File: config.mk
export PLATFORM = sky130hd
export DESIGN_NAME = led_display_ram_arbiter
export DESIGN_NICKNAME = d
export VERILOG_FILES = /design/src/rtl/led_display_ram_arbiter.sv
export SDC_FILE = /design/constraint.sdc
export NUM_CORES = 1
export LEC_CHECK = 0
export CAP_MARGIN = 10
export CORE_MARGIN = 2
export CORE_UTILIZATION = 41
export CTS_BUF_LIST = sky130_fd_sc_hd__clkbuf_8
export DETAILED_ROUTE_END_ITERATION = 10
export PLACE_DENSITY = 0.88
export SETUP_SLACK_MARGIN = 0.3
export SYNTH_ARGS = -nofsm -noshare
export SYNTH_HDL_FRONTEND = slang
export SYNTH_SLANG_ARGS = --single-unit
File: constraint.sdc
create_clock -name clk_in -period 1.4 [get_ports clk_in]
set_input_delay 0.28 -clock clk_in [delete_from_list [all_inputs] [get_ports clk_in]]
set_output_delay 0.28 -clock clk_in [all_outputs]
set_load 0.05 [all_outputs]
File: src/rtl/led_display_ram_arbiter.sv
// Display frame RAM arbiter: the row-fetch reader has priority over the frame
// writer, and a bounded read streak forces one write through so the writer
// always makes progress. Owns the RAM pins and returns read data at a fixed
// three-cycle latency from grant.
module led_display_ram_arbiter #(
    parameter int ADDR_W        = 13,
    parameter int DATA_W        = 32,
    parameter int RD_STREAK_MAX = 4
) (
    input  logic              clk_in,
    input  logic              n_reset_in,
    input  logic              rd_req_in,
    input  logic [ADDR_W-1:0] rd_addr_in,
    output logic              rd_grant_out,
    output logic [DATA_W-1:0] rd_data_out,
    output logic              rd_data_valid_out,
    input  logic              wr_req_in,
    input  logic [ADDR_W-1:0] wr_addr_in,
    input  logic [DATA_W-1:0] wr_data_in,
    output logic              wr_grant_out,
    output logic [ADDR_W-1:0] ram_addr_out,
    output logic [DATA_W-1:0] ram_wdata_out,
    output logic              ram_we_out,
    input  logic [DATA_W-1:0] ram_rdata_in
);

    localparam logic [3:0] STREAK_MAX = 4'(RD_STREAK_MAX);

    typedef enum logic {
        RD_PRI   = 1'b0,
        WR_FORCE = 1'b1
    } state_e;

    state_e            state_q, state_d;
    logic [3:0]        streak_q, streak_d;
    logic [3:0]        streak_inc;
    logic              rd_grant, wr_grant;

    logic [ADDR_W-1:0] ram_addr_q;
    logic [DATA_W-1:0] ram_wdata_q;
    logic              ram_we_q;
    logic [1:0]        vld_pipe_q;
    logic [DATA_W-1:0] rd_data_q;
    logic              rd_valid_q;

    // Grants depend only on the requests and the FSM state, never on addr/data.
    always_comb begin
        rd_grant = 1'b0;
        wr_grant = 1'b0;
        if (rd_req_in && wr_req_in) begin
            if (state_q == WR_FORCE) wr_grant = 1'b1;
            else                     rd_grant = 1'b1;
        end else begin
            rd_grant = rd_req_in;
            wr_grant = wr_req_in;
        end
    end

    // Streak bookkeeping and priority flip; the streak only counts reads that
    // actually held a pending write off.
    always_comb begin
        state_d    = state_q;
        streak_d   = streak_q;
        streak_inc = streak_q + 4'd1;
        if (!wr_req_in || wr_grant) begin
            streak_d = 4'd0;
            state_d  = RD_PRI;
        end else if (rd_grant) begin
            streak_d = streak_inc;
            if (streak_inc == STREAK_MAX) state_d = WR_FORCE;
        end
    end

    // FSM state and streak counter.
    always_ff @(posedge clk_in or negedge n_reset_in) begin
        if (!n_reset_in) begin
            state_q  <= RD_PRI;
            streak_q <= 4'd0;
        end else begin
            state_q  <= state_d;
            streak_q <= streak_d;
        end
    end

    // RAM pin registers; address and write data hold across idle cycles.
    always_ff @(posedge clk_in or negedge n_reset_in) begin
        if (!n_reset_in) begin
            ram_addr_q  <= '0;
            ram_wdata_q <= '0;
            ram_we_q    <= 1'b0;
        end else begin
            ram_we_q <= wr_grant;
            if (wr_grant) begin
                ram_addr_q  <= wr_addr_in;
                ram_wdata_q <= wr_data_in;
            end else if (rd_grant) begin
                ram_addr_q  <= rd_addr_in;
            end
        end
    end

    // Read tag pipeline: stage 0 = address on RAM, stage 1 = RAM data valid,
    // then the output register captures it.
    always_ff @(posedge clk_in or negedge n_reset_in) begin
        if (!n_reset_in) begin
            vld_pipe_q <= 2'b00;
            rd_valid_q <= 1'b0;
            rd_data_q  <= '0;
        end else begin
            vld_pipe_q <= {vld_pipe_q[0], rd_grant};
            rd_valid_q <= vld_pipe_q[1];
            if (vld_pipe_q[1]) rd_data_q <= ram_rdata_in;
        end
    end

    assign rd_grant_out      = rd_grant;
    assign wr_grant_out      = wr_grant;
    assign ram_addr_out      = ram_addr_q;
    assign ram_wdata_out     = ram_wdata_q;
    assign ram_we_out        = ram_we_q;
    assign rd_data_out       = rd_data_q;
    assign rd_data_valid_out = rd_valid_q;

endmodule

==> flow_metrics.py, run 1 <==
metrics = {
    "synth": {
        "synthMostInstantiatedCell": "dfrtp_1",
        "ys_top_cells_by_count": "dfrtp_1 (86), mux2_2 (62), a211o_1 (13), o221a_2 (13), nor2b_1 (8)",
        "yosys_top_cell_by_area": "dfrtp_1",
        "synth.lib_cells_used.distinct": 23,
        "netlist_top_cells_area": "dfrtp_1 (62%), mux2_2 (20%), o221a_2 (4.2%)",
        "synth_cells": 219,
        "synth_async_sr_flop_share_pct": 100,
        "synth_fp_nets": 315,
        "synth_top_cell_area_share_pct": 62.1,
        "ys.warnings.count": 0,
        "postSynthAreaPerCell_um2": 15.8,
        "ys_dominant_reg_cell": "dfrtp_1",
        "mappedNetlistArea_um2": 3470,
        "number_of_enable_flip_flop_cells_after_synthesis": 0,
        "synth_seq_cells": 86,
        "synth_sequential_area_ratio_pct": 62.1,
    },
    "die": {
        "die_width_um": 95.9,
        "floorplan.rows": 33,
        "core_area_um2": 8220,
        "io_pins": 175,
        "die_h_um": 95.9,
        "fp.dieArea_um2": 9200,
        "initial_core_util_pct": 42.2,
    },
    "cells_and_area": {
        "design.final.nets": 536,
        "final_core_util_pct": 84.7,
        "final_layout_size_suffix_gt1_share_pct": 55.1,
        "synthToLayoutAreaGrowth_pct": 101,
        "diodes_inserted": 0,
        "finalNonFillerCells": 550,
    },
    "grt": {
        "vias_in_the_first_global_route": 3049,
        "grt_antenna_before_repair": 0,
        "aggregate_global_route_resource_usage_pct": 22.6,
        "grt_first_pass_wirelength_um": 15300,
        "grt_start_max_net_pins": 41,
        "grt_overflow": 0,
    },
    "worst_hold_path": {
        "whs_path_depth": 0,
        "hold_path_end": "vld_pipe_q[1]",
        "min_from": "vld_pipe_q[0]",
        "holdCritPathClass": "reg2reg",
    },
    "worst_setup_path": {
        "cp.arrival_ns": 1.26,
        "crit_reg_reg_endpoint": "ram_wdata_out[12]",
        "reg2reg_setup_slack_ns": -0.12,
        "r2r_cells": 5,
        "setup.worst_path.start_class": "flip-flop",
        "cp.required_ns": 1.12,
        "crit_fanout": 2,
        "worst-setup-path-type": "reg2out",
        "endpoint_kind": "primary output",
        "critical_path.reg2reg.startpoint": "state_q",
    },
    "routing": {
        "remaining_drc_errors": 0,
        "drt_wl_total_um": 11200,
        "drtPass1Iterations": 4,
        "vias": 2745,
        "avgViaCountPerCell": 4.99,
        "detail_route.wl_per_cell_um": 20.4,
        "drt_antenna_net_count": 0,
        "drt_iter0_markers": 81,
    },
    "clock_tree": {
        "clkTransAtPathRegs_ns": 0.09,
        "cts-root-buf": "clkbuf_8",
        "numClockSinks": 86,
        "cts_tree": "built",
        "clk-insertion-delay-late_ns": 0.35,
        "cts_buffer_depth": 2,
        "cts-htree-levels": 3,
        "tritoncts.num_buffers": 9,
    },
    "sta": {
        "period_needed_ns": 1.54,
        "max-slew-margin-rel_pct": 74.6,
        "slew_worst_pin_ns": 0.381,
        "final.setup_skew_ns": 0.0121,
        "report.final.slew_viol_count": 0,
        "setup_viol": 33,
        "post-route-worst-setup-slack_ns": -0.140,
        "maximum_operating_frequency_mhz": 649,
        "fin_crit_sh_pct": 110,
        "whs_ns": 0.354,
        "setup_repair_after_global_routing_missed_its_margin": "true",
        "final-hold-violation-count": 0,
    },
    "place": {
        "gp_routability_congestion": 0.754,
        "dpl.hpwl_um": 7570,
        "count_of_buffers_inserted_at_the_top_level_ports": 174,
        "post-place-ws_ns": -0.371,
        "placed_cells": 503,
    },
    "pwr": {
        "total_power_mw": 8.25,
        "power.ir.vdd_worst_uv": 765,
        "p_per_area_nw_per_um2": 1180,
        "leakagePower_nw": 3.18,
    },
    "outcome": {
        "violations_in_the_final_reports": "negative setup slack",
        "outcome": "complete, but fails checks",
    },
    "run": {
        "max_capacitance_violation_total": 0,
    },
}
[placed cells by master (no fill, tap or decap)]
cell and instances:
xor2_1 1, nand2_8 1, clkinvlp_4 3, mux2_4 40, ha_1 1, nor2b_1 8
and2b_1 5, mux2_2 24, clkbuf_8 9, clkinv_4 1, buf_4 39, ha_2 1
dlygate4sd3_1 1, clkdlybuf4s50_1 90, dfrtp_1 72, dfrtp_2 14, buf_12 85, nor2_2 2
dlygate4sd2_1 2, nand3_1 1, buf_6 3, a21boi_4 1, nor2_1 2, a211o_1 13
o221a_2 13, inv_1 3, buf_16 1, xnor2_2 1, nand2b_4 1, bufinv_16 2
and3_1 1, nand3b_4 1, clkbuf_16 3
[metrics by stage]
stage | area [um2] | setup TNS (ns)
finish | 6960 | -2.38
global route | 6960 | -3.67
CTS | 6700 | -1.79
detailed placement | 6290 | -13.53
global placement | 6290 | -12.77
floorplan | 3570 | 0
[cells by family after synthesis]
kind of cell	count (synthesis)	synth area share, %
flops	86	62.1
mux	64	20.8
compound gates	27	7.73
simple gates	22	4.58
buf+inv	16	3.57
xor+xnor	2	0.506
fa+ha+maj	2	0.722
[sequential cells by signal (all words and copies together), names as in the netlist]
register and count:
ram_addr_out 13, rd_data_valid_out 1, vld_pipe_q 2, rd_data_out 32
state_q 1, ram_we_out 1, streak_q 4, ram_wdata_out 32
[report_power, final]
part           switching, mW  total (mW)  internal [mW]
Sequential             0.324        3.09           2.77
Clock                  0.889        1.89          0.996
Combinational           1.48        3.27           1.79
[what timing repair did]
| item | 4_1_cts | 5_1_grt |
|---|---|---|
| endpoints found under the hold margin | 23 | 0 |
| hold buffers | 1 | 0 |
| setup endpoints to repair | 132 | 139 |
| gates resized for setup | 8 | 35 |
| pin swaps | 1 | 2 |
| gates cloned | 1 | 3 |
| buffers inserted | 18 | 8 |
[routing by layer]
| layer | part of all wire (%) | GRT usage (%) | vias up | wire length, um |
|---|---|---|---|---|
| li1 | - | - | 1229 | - |
| met1 | 36 | 24.2 | 1376 | 4080 |
| met2 | 55 | 40.9 | 118 | 6120 |
| met3 | 6.9 | 6.50 | 22 | 776 |
| met4 | 2.1 | 10.4 | 0 | 241 |
| met5 | 0 | 0 | - | 0 |
[critical path, stage by stage (launching register included)]
cell and delay, ns:
dfrtp_1 0.41, nand2b_4 0.18, nand2_8 0.07, clkinvlp_4 0.10, buf_12 0.16
[worst max path at each step]
stage	startpoint	to	slack, ns	cells past startpoint
after floorplan	state_q	wr_grant_out	0.07	4
after global placement	rd_req_in	ram_addr_out[12]	-0.32	6
after detailed placement	rd_req_in	ram_addr_out[12]	-0.37	6
after CTS	state_q	wr_grant_out	-0.16	4
after global routing	state_q	wr_grant_out	-0.21	4
final	state_q	wr_grant_out	-0.14	4
[cell type report]
cell class | instances | area, um2
inverter | 2 | 11.3
sequential | 86 | 2170
clock inverter | 7 | 91.3
tap | 105 | 131
multi-input combinational | 117 | 1380
clock buffer | 9 | 124
fill | 392 | 1250
timing repair buffer | 224 | 3060
Note: power is estimated with default switching activity, not from simulation.
==> inputs of run 2 (changes only) <==
--- a/config.mk
+++ b/config.mk
@@ -12,6 +12,7 @@
 export DETAILED_ROUTE_END_ITERATION = 10
 export PLACE_DENSITY = 0.88
 export SETUP_SLACK_MARGIN = 0.3
+export SLEW_MARGIN = 10
 export SYNTH_ARGS = -nofsm -noshare
 export SYNTH_HDL_FRONTEND = slang
 export SYNTH_SLANG_ARGS = --single-unit
==> results of run 2 <==
The final DEF is identical to that of run 1; final timing and power are the same.
